File: config.mk
export PLATFORM = sky130hd
export DESIGN_NAME = hex_scan_driver
export DESIGN_NICKNAME = d
export VERILOG_FILES = /design/src/rtl/hex_scan_pkg.sv /design/src/rtl/hex7seg.sv /design/src/rtl/hex_scan_driver.sv
export SDC_FILE = /design/constraint.sdc
export NUM_CORES = 1
export LEC_CHECK = 0
export ABC_CLOCK_PERIOD_IN_PS = 3200
export BUFFER_PORTS_ARGS = -buffer_cell sky130_fd_sc_hd__buf_2
export CORE_MARGIN = 4
export CORE_UTILIZATION = 30
export CTS_CLUSTER_DIAMETER = 200
export DETAILED_ROUTE_END_ITERATION = 12
export GPL_TIMING_DRIVEN = 0
export PLACE_DENSITY_LB_ADDON = 0.25
export SYNTH_ARGS = -nofsm -noshare
export SYNTH_HDL_FRONTEND = slang
export SYNTH_SLANG_ARGS = --single-unit
export TNS_END_PERCENT = 20
File: constraint.sdc
create_clock -name clock -period 3.2 [get_ports clock]
set_clock_uncertainty 0.15 [all_clocks]
set_input_delay 0.16 -clock clock [delete_from_list [all_inputs] [get_ports clock]]
set_output_delay 0.16 -clock clock [all_outputs]
set_load 0.05 [all_outputs]
File: src/rtl/hex_scan_pkg.sv
// ============================================================
// hex_scan_pkg : segment table, bit positions, polarity helper
// Rev 1.0
// ============================================================
`default_nettype none

package hex_scan_pkg;

    localparam int SEG_W = 7;
    localparam int SEG_A = 0;
    localparam int SEG_B = 1;
    localparam int SEG_C = 2;
    localparam int SEG_D = 3;
    localparam int SEG_E = 4;
    localparam int SEG_F = 5;
    localparam int SEG_G = 6;

    // Active-high glyphs, bit SEG_A..SEG_G
    localparam logic [SEG_W-1:0] SEG_TABLE [16] = '{
        7'h3F, 7'h06, 7'h5B, 7'h4F, 7'h66, 7'h6D, 7'h7D, 7'h07,
        7'h7F, 7'h6F, 7'h77, 7'h7C, 7'h39, 7'h5E, 7'h79, 7'h71
    };

    function automatic logic [SEG_W-1:0] seg_polarity(
        input logic [SEG_W-1:0] seg_act,
        input bit               active_low
    );
        return active_low ? ~seg_act : seg_act;
    endfunction

endpackage

`default_nettype wire

File: src/rtl/hex7seg.sv
// ============================================================
// hex7seg : combinational nibble to active-high 7-segment glyph
// Rev 1.0
// ============================================================
`default_nettype none

module hex7seg
    import hex_scan_pkg::*;
(
    input  logic [3:0]       nibble_i,
    output logic [SEG_W-1:0] seg_o
);

    assign seg_o = SEG_TABLE[nibble_i];

endmodule

`default_nettype wire

File: src/rtl/hex_scan_driver.sv
// ============================================================
// hex_scan_driver : multiplexed hex display scanner with
//                   frame-synchronous double-buffered update
// Rev 1.0
// ============================================================
`default_nettype none

module hex_scan_driver
    import hex_scan_pkg::*;
#(
    parameter int DIGITS         = 4,
    parameter int PRESCALE       = 50000,
    parameter bit SEG_ACTIVE_LOW = 1'b1,
    parameter bit DIG_ACTIVE_LOW = 1'b1
) (
    input  logic                  clock,
    input  logic                  resetn,
    input  logic                  load,
    input  logic [4*DIGITS-1:0]   value,
    input  logic [DIGITS-1:0]     blank_mask,
    input  logic                  lz_suppress,
    output logic                  ready,
    output logic [SEG_W-1:0]      seg,
    output logic [DIGITS-1:0]     dig_en,
    output logic                  frame_tick
);

    localparam int IDX_W = (DIGITS > 1) ? $clog2(DIGITS) : 1;
    localparam int PS_W  = $clog2(PRESCALE);

    logic [PS_W-1:0]       presc_q, presc_d;
    logic [IDX_W-1:0]      idx_q, idx_d;
    logic [4*DIGITS-1:0]   shadow_val_q, act_val_q;
    logic [DIGITS-1:0]     shadow_blank_q, act_blank_q;
    logic                  pending_q;
    logic [SEG_W-1:0]      seg_q, seg_d;
    logic [DIGITS-1:0]     dig_en_q, dig_en_d;
    logic                  frame_tick_q;

    logic                  slot_end, frame_bnd, accept, dark;
    logic [3:0]            nibble;
    logic [SEG_W-1:0]      glyph;
    logic [DIGITS-1:0]     lz_dark, dig_act;
    logic                  zero_run;

    assign slot_end  = (presc_q == PS_W'(PRESCALE - 1));
    assign frame_bnd = slot_end && (idx_q == IDX_W'(DIGITS - 1));
    // Only one of capture/transfer can act: capture needs pending=0, transfer pending=1
    assign accept    = load && !pending_q;

    assign presc_d = slot_end ? '0 : presc_q + PS_W'(1);
    assign idx_d   = frame_bnd ? '0 : (slot_end ? idx_q + IDX_W'(1) : idx_q);
    assign nibble  = act_val_q[{idx_q, 2'b00} +: 4];

    hex7seg u_dec (
        .nibble_i (nibble),
        .seg_o    (glyph)
    );

    // A digit is a leading zero when it and every more-significant digit are zero
    always_comb begin
        zero_run = 1'b1;
        lz_dark  = '0;
        for (int i = DIGITS - 1; i >= 0; i--) begin
            zero_run   = zero_run && (act_val_q[4*i +: 4] == 4'h0);
            lz_dark[i] = zero_run && (i != 0);
        end
    end

    assign dark  = act_blank_q[idx_q] || (lz_suppress && lz_dark[idx_q]);
    assign seg_d = seg_polarity(dark ? '0 : glyph, SEG_ACTIVE_LOW);

    always_comb begin
        dig_act = '0;
        if (presc_q != '0) begin
            dig_act[idx_q] = 1'b1;
        end
        dig_en_d = dig_act ^ {DIGITS{DIG_ACTIVE_LOW}};
    end

    always_ff @(posedge clock) begin
        if (!resetn) begin
            presc_q        <= '0;
            idx_q          <= '0;
            shadow_val_q   <= '0;
            shadow_blank_q <= '0;
            pending_q      <= 1'b0;
            act_val_q      <= '0;
            act_blank_q    <= '1;
            seg_q          <= seg_polarity('0, SEG_ACTIVE_LOW);
            dig_en_q       <= {DIGITS{DIG_ACTIVE_LOW}};
            frame_tick_q   <= 1'b0;
        end else begin
            presc_q      <= presc_d;
            idx_q        <= idx_d;
            seg_q        <= seg_d;
            dig_en_q     <= dig_en_d;
            frame_tick_q <= frame_bnd;
            if (accept) begin
                shadow_val_q   <= value;
                shadow_blank_q <= blank_mask;
                pending_q      <= 1'b1;
            end else if (frame_bnd && pending_q) begin
                act_val_q   <= shadow_val_q;
                act_blank_q <= shadow_blank_q;
                pending_q   <= 1'b0;
            end
        end
    end

    assign ready      = !pending_q;
    assign seg        = seg_q;
    assign dig_en     = dig_en_q;
    assign frame_tick = frame_tick_q;

endmodule

`default_nettype wire

* Word-level counts from Yosys, hierarchy flattened
Memory sizes are Yosys's and may differ from the RTL's. Index checks and enable logic that the tools add are counted. W data, S select, Z words.
Storage, ports and cells: output and inout bits 13, bits in read-only memories 112, register bits 71, word-level logic and storage cells 53, memories kept 1, bits of input ports 24
Cells by class: reduce and logical (&&, ||, !) cells 17, equal/unequal tests 2, shift-type cells 1, $lt $le $gt $ge 3, mux-type cells 12, add/subtract/negate cells 2, bitwise logic cells 5
Memories:
- (name not given) | words 16, bits a word 7, rd ports 1, clocked after memory_dff 0, wr ports 0, line hex7seg.sv:14 | assign seg_o = SEG_TABLE[nibble_i];
Operators with widths (number):
- $mux W7 | 3
- $add A16 B1 Y16 const B | 1
- $eq A16 B16 Y1 const B | 1
- $reduce_bool A16 Y1 | 1
- $shiftx A16 B5 Y4 | 1
- $logic_not A4 Y1 | 3
- $logic_and A1 B1 Y1 | 7
- $not A7 Y7 | 1
- $ge A5 B5 Y1 const B | 1
- $mux W1 | 5
- $not A4 Y5 | 1
- $bmux W1 S2 | 2
- $mux W4 | 1
- $not A4 Y4 | 1
- $reduce_or A2 Y1 | 2
- $lt A2 B3 Y1 const B | 1
- $add A2 B1 Y2 const B | 1
- $demux W1 S2 | 1
- $eq A2 B2 Y1 const B | 1
- $ge A2 B1 Y1 const B | 1
- $not A1 Y1 | 2
- $reduce_and A2 Y1 | 1
- $reduce_bool A2 Y1 | 1
- $logic_not A1 Y1 | 1
- $logic_or A1 B1 Y1 | 1

* Depth between registers and ports, before layout
depth after elaboration 9, gate-level depth with buffers 7, depth with buffers taken out 6

* Hierarchy
A second synthesis with hierarchy kept.
Unflattened totals: cells, all modules 365, area total of the unflattened synthesis 3150.5 um^2
Modules (own cells, without submodules):
- hex_scan_driver | cells each 332, area an instance 2860.2 um^2, instances 1, seq. area each 1421.4 um^2
- hex7seg | cells each 33, area an instance 290.3 um^2, instances 1, seq. area each 0.0 um^2

* Worst setup path before layout
No wires, ideal clock.
kind reg-to-reg, start register idx_q[0], end register seg_q[0] (netlist: seg[0]), setup slack 1092 ps, period minus slack after synthesis 2108 ps, data required time 2928 ps, library setup time 122 ps, path buffers 1, cell stages (with the launch flop) 7, data arrival time 1836 ps, cell sequence dfxtp_1 > buf_6 > mux4_2 > ha_1 > or3b_1 > o31ai_1 > o21bai_1
On the way: word-level cells in the longest chain between the ends 7, elaborated cells on any way between the ends 13, those cells by class shift (1); mux (7); bitwise (2); reduce/logical (2); memory (1)
Ends and longest elaborated chain:
- start, declared | line hex_scan_driver.sv:32 | logic [IDX_W-1:0] idx_q, idx_d;
- start signal, assigned | line hex_scan_driver.sv:95 | idx_q <= idx_d;
- $shiftx A16 B5 Y4 | line hex_scan_driver.sv:53 | assign nibble = act_val_q[{idx_q, 2'b00} +: 4];
- $not A4 Y5 (implied by the code) | line hex7seg.sv:14
- $mem_v2 Z16 W7
- $mux W7 (implied by the code) (2 in series) | line hex7seg.sv:14
- $mux W7 * | line hex_scan_driver.sv:71 | assign seg_d = seg_polarity(dark ? '0 : glyph, SEG_ACTIVE_LOW);
- $not A7 Y7 * | line hex_scan_pkg.sv:28 | return active_low ? ~seg_act : seg_act;
- end signal, assigned | line hex_scan_driver.sv:90 | seg_q <= seg_polarity('0, SEG_ACTIVE_LOW);
- end signal, assigned | line hex_scan_driver.sv:96 | seg_q <= seg_d;
- end, declared | line hex_scan_driver.sv:36 | logic [SEG_W-1:0] seg_q, seg_d;
Mark *: on every way between the ends. The rest lies on a longest branch, timed or not. The select of a mux whose other input is x is not followed. A chain may end at the register's enable or synchronous reset.

* Final worst setup path
start register idx_q[1], end register seg_q[0] (netlist: seg[0])
The elaborated chain is that of the path after synthesis.

==> results.yml <==
outcome:
  outcome: "finished clean"
yosys:
  synth_simple_gate_area_share: 0.217
  synth_top_family_by_area: "simple AND/OR/NAND/NOR gates"
  ys.flop_type: "dfxtp_1"
  syn-num-nets: 410
  synth_edf_count: 0
  avgSynthCellArea_um2: 8.75
  muxShareOfSynthArea: 0.0444
  synth_area_um2: 3270
  synth_cell_types: 46
  synth_compound_area_frac: 0.161
  syn_inst: 374
  ys_warn_count: 0
  synth_seq_cells: 71
  yosysSeqAreaShare: 0.435
  synth_async_sr_flop_share: 0
  synthAdderAreaFrac: 0.0459
  synth_xor_xnor_area_share: 0.0402
cells_and_area:
  diodes: 0
  final_layout_size_suffix_gt1_frac: 0.159
  area_growth_pct: 23.3
  mostFrequentLayoutCell: "dfxtp_1"
  final_nets: 477
  final_cell_mix: "dfxtp_1 (71), nand2_1 (54), a21oi_1 (42), buf_2 (39), nand4_1 (23)"
timing:
  fmax_mhz: 429
  tns_ns: 0
  rsz0062_at_grt: "false"
  final_hold_viol_count: 0
  min_period_over_period: 0.729
  relSlewSlack: 0.571
  drv_slew: 0
  setup_violations: 0
  layout_min_cycle_time_ns: 2.33
  tightestPinTransition_ns: 0.643
  timing.final.ws_setup_ns: 0.867
clock_tree:
  insertion_delay_ns: 0.35
  path_clk_slew_ns: 0.08
  cts.path.max_buffers: 2
  post_cts.repair.setup_buffers: 0
  cts_hold_buffers: 21
  numCtsBuffers: 9
  htreeDepth: 3
  cts_resized: 0
  cts_num_sinks: 71
  cts_tree: "done"
  root_buffer: "clkbuf_8"
floorplan:
  placementRows: 37
  die-area_um2: 12600
  die_w_um: 112
  ioPinCount: 37
  core_um2: 10500
  start_util: 0.313
  die_y_um: 112
placed_design:
  place_hpwl_um: 5680
  io_buffers: 35
  dp_slack_ns: 0.877
  gp_congestion: 0.778
setup_path:
  crit_buf_inv: 1
  worst-r2r-cell-count: 6
  worst_ep_required_time_ns: 3.29
  path_depth: 6
  end_kind: "flop"
  cp_max_fo: 9
  cp_top_family: "multiplexers"
  crit_arrival_ns: 2.42
  crit_type: "reg -> reg"
  critical_path.cell_chain: "clkbuf_1 -> mux4_2 -> ha_1 -> or3b_1 -> o31ai_1 -> o21bai_1"
  cpPeakStageDelay_ns: 0.48
  cp-start-kind: "flop"
  crit_slowest_cell: "mux4_2"
global_route:
  antenna_found_initial: 0
  grt_pass1_vias: 2671
  grt_max_degree: 14
  grt_remaining_overflow: 0
  grt_pass1_wl_um: 13400
  grt_usage: 0.130
detailed_routing:
  drc: 0
  drt_wl_total_um: 7870
  drt-pass1-iter-count: 4
  routedWlPerCell_um: 13.5
  vias: 2805
  first_iter_violations: 123
  avgViaCountPerCell: 4.82
  drt.antenna.violating_nets: 0
pwr:
  peakVddDrop_mv: 0.217
  power.density_nw_per_um2: 438
  finalPower_mw: 1.77
  power.leakage_nw: 1.45
worst_hold_path:
  hold_depth: 2
  holdCritPathClass: "in -> reg"
job:
  maxCapViolCount: 0
## flip-flops by register name, summed over array words and instances, names as in the netlist
register        count
act_val_q          16
presc_q            16
shadow_val_q       16
seg                 7
act_blank_q         4
dig_en              4
shadow_blank_q      4
idx_q               2
frame_tick          1
pending_q           1
## layout make-up
class	count	area (um2)
well taps	136	170
clock buffers	10	138
inverters	19	71.3
flip-flops and latches	71	1420
repair buffers	56	385
fillers	1097	6430
plain buffers	25	114
clock inverters	6	67.6
multi-input cells	259	1660
## cells in the mapped netlist, types with 2 or more instances
cell / count / area [um2]
dfxtp_1: 71 / 1420
nand2_1: 54 / 203
a21oi_1: 42 / 210
nand4_1: 23 / 144
nor2_1: 21 / 78.8
o31ai_1: 20 / 150
clkbuf_1: 19 / 71.3
inv_1: 18 / 67.6
ha_1: 12 / 150
nand3_1: 8 / 40.0
nor3_1: 8 / 40.0
xnor2_1: 8 / 70.1
xor2_1: 7 / 61.3
mux4_2: 6 / 135
nor4_1: 5 / 31.3
buf_2: 4 / 20.0
o211ai_1: 4 / 30.0
or4_1: 4 / 30.0
a311o_1: 3 / 30.0
and3_1: 3 / 18.8
o21ai_0: 3 / 15.0
o21ai_1: 3 / 15.0
a221o_1: 2 / 20.0
a31oi_1: 2 / 12.5
and4_1: 2 / 17.5
buf_6: 2 / 22.5
## per-layer routing
metal	vias up	GRT usage	wire length (um)
li1	1471	-	-
met1	1271	0.184	4030
met2	58	0.196	3440
met3	5	0.0340	338
met4	0	0.0361	56
met5	-	0	0
## logic make-up after synthesis
kind of cell / count (synthesis)
mux: 7
flops: 71
xor+xnor: 15
compound gates: 84
simple gates: 141
fa+ha+maj: 12
buf+inv: 44
## stage by stage
stage,util,instances,hold slack (ns),area (um2)
after global routing,0.385,582,0.0201,4030
final,0.385,582,0.0130,4030
after global placement,0.346,545,0.251,3620
after CTS,0.385,582,0.00268,4030
after floorplan,-,374,0.146,3270
after detailed placement,0.346,545,0.258,3620
## worst paths after layout
kind | startpoint | endpoint | slack [ns]
max | idx_q[1] | seg[0] | 0.87
min | resetn | act_blank_q[3] | 0.01
max reg2reg | idx_q[1] | seg[0] | 0.87
min reg2reg | shadow_val_q[14] | shadow_val_q[14] | 0.31
## report_power, final
part,switching (mW),total [mW],internal [mW]
sequential,0.0118,0.914,0.902
combinational,0.0590,0.106,0.0473
clock,0.361,0.747,0.385
## worst register-to-register path, cell delays in order, from the launching register on
cell and delay (ns):
dfxtp_1 0.35, clkbuf_1 0.41, mux4_2 0.48, ha_1 0.27, or3b_1 0.39, o31ai_1 0.07
o21bai_1 0.10
Power figures use the tool's default switching activity.
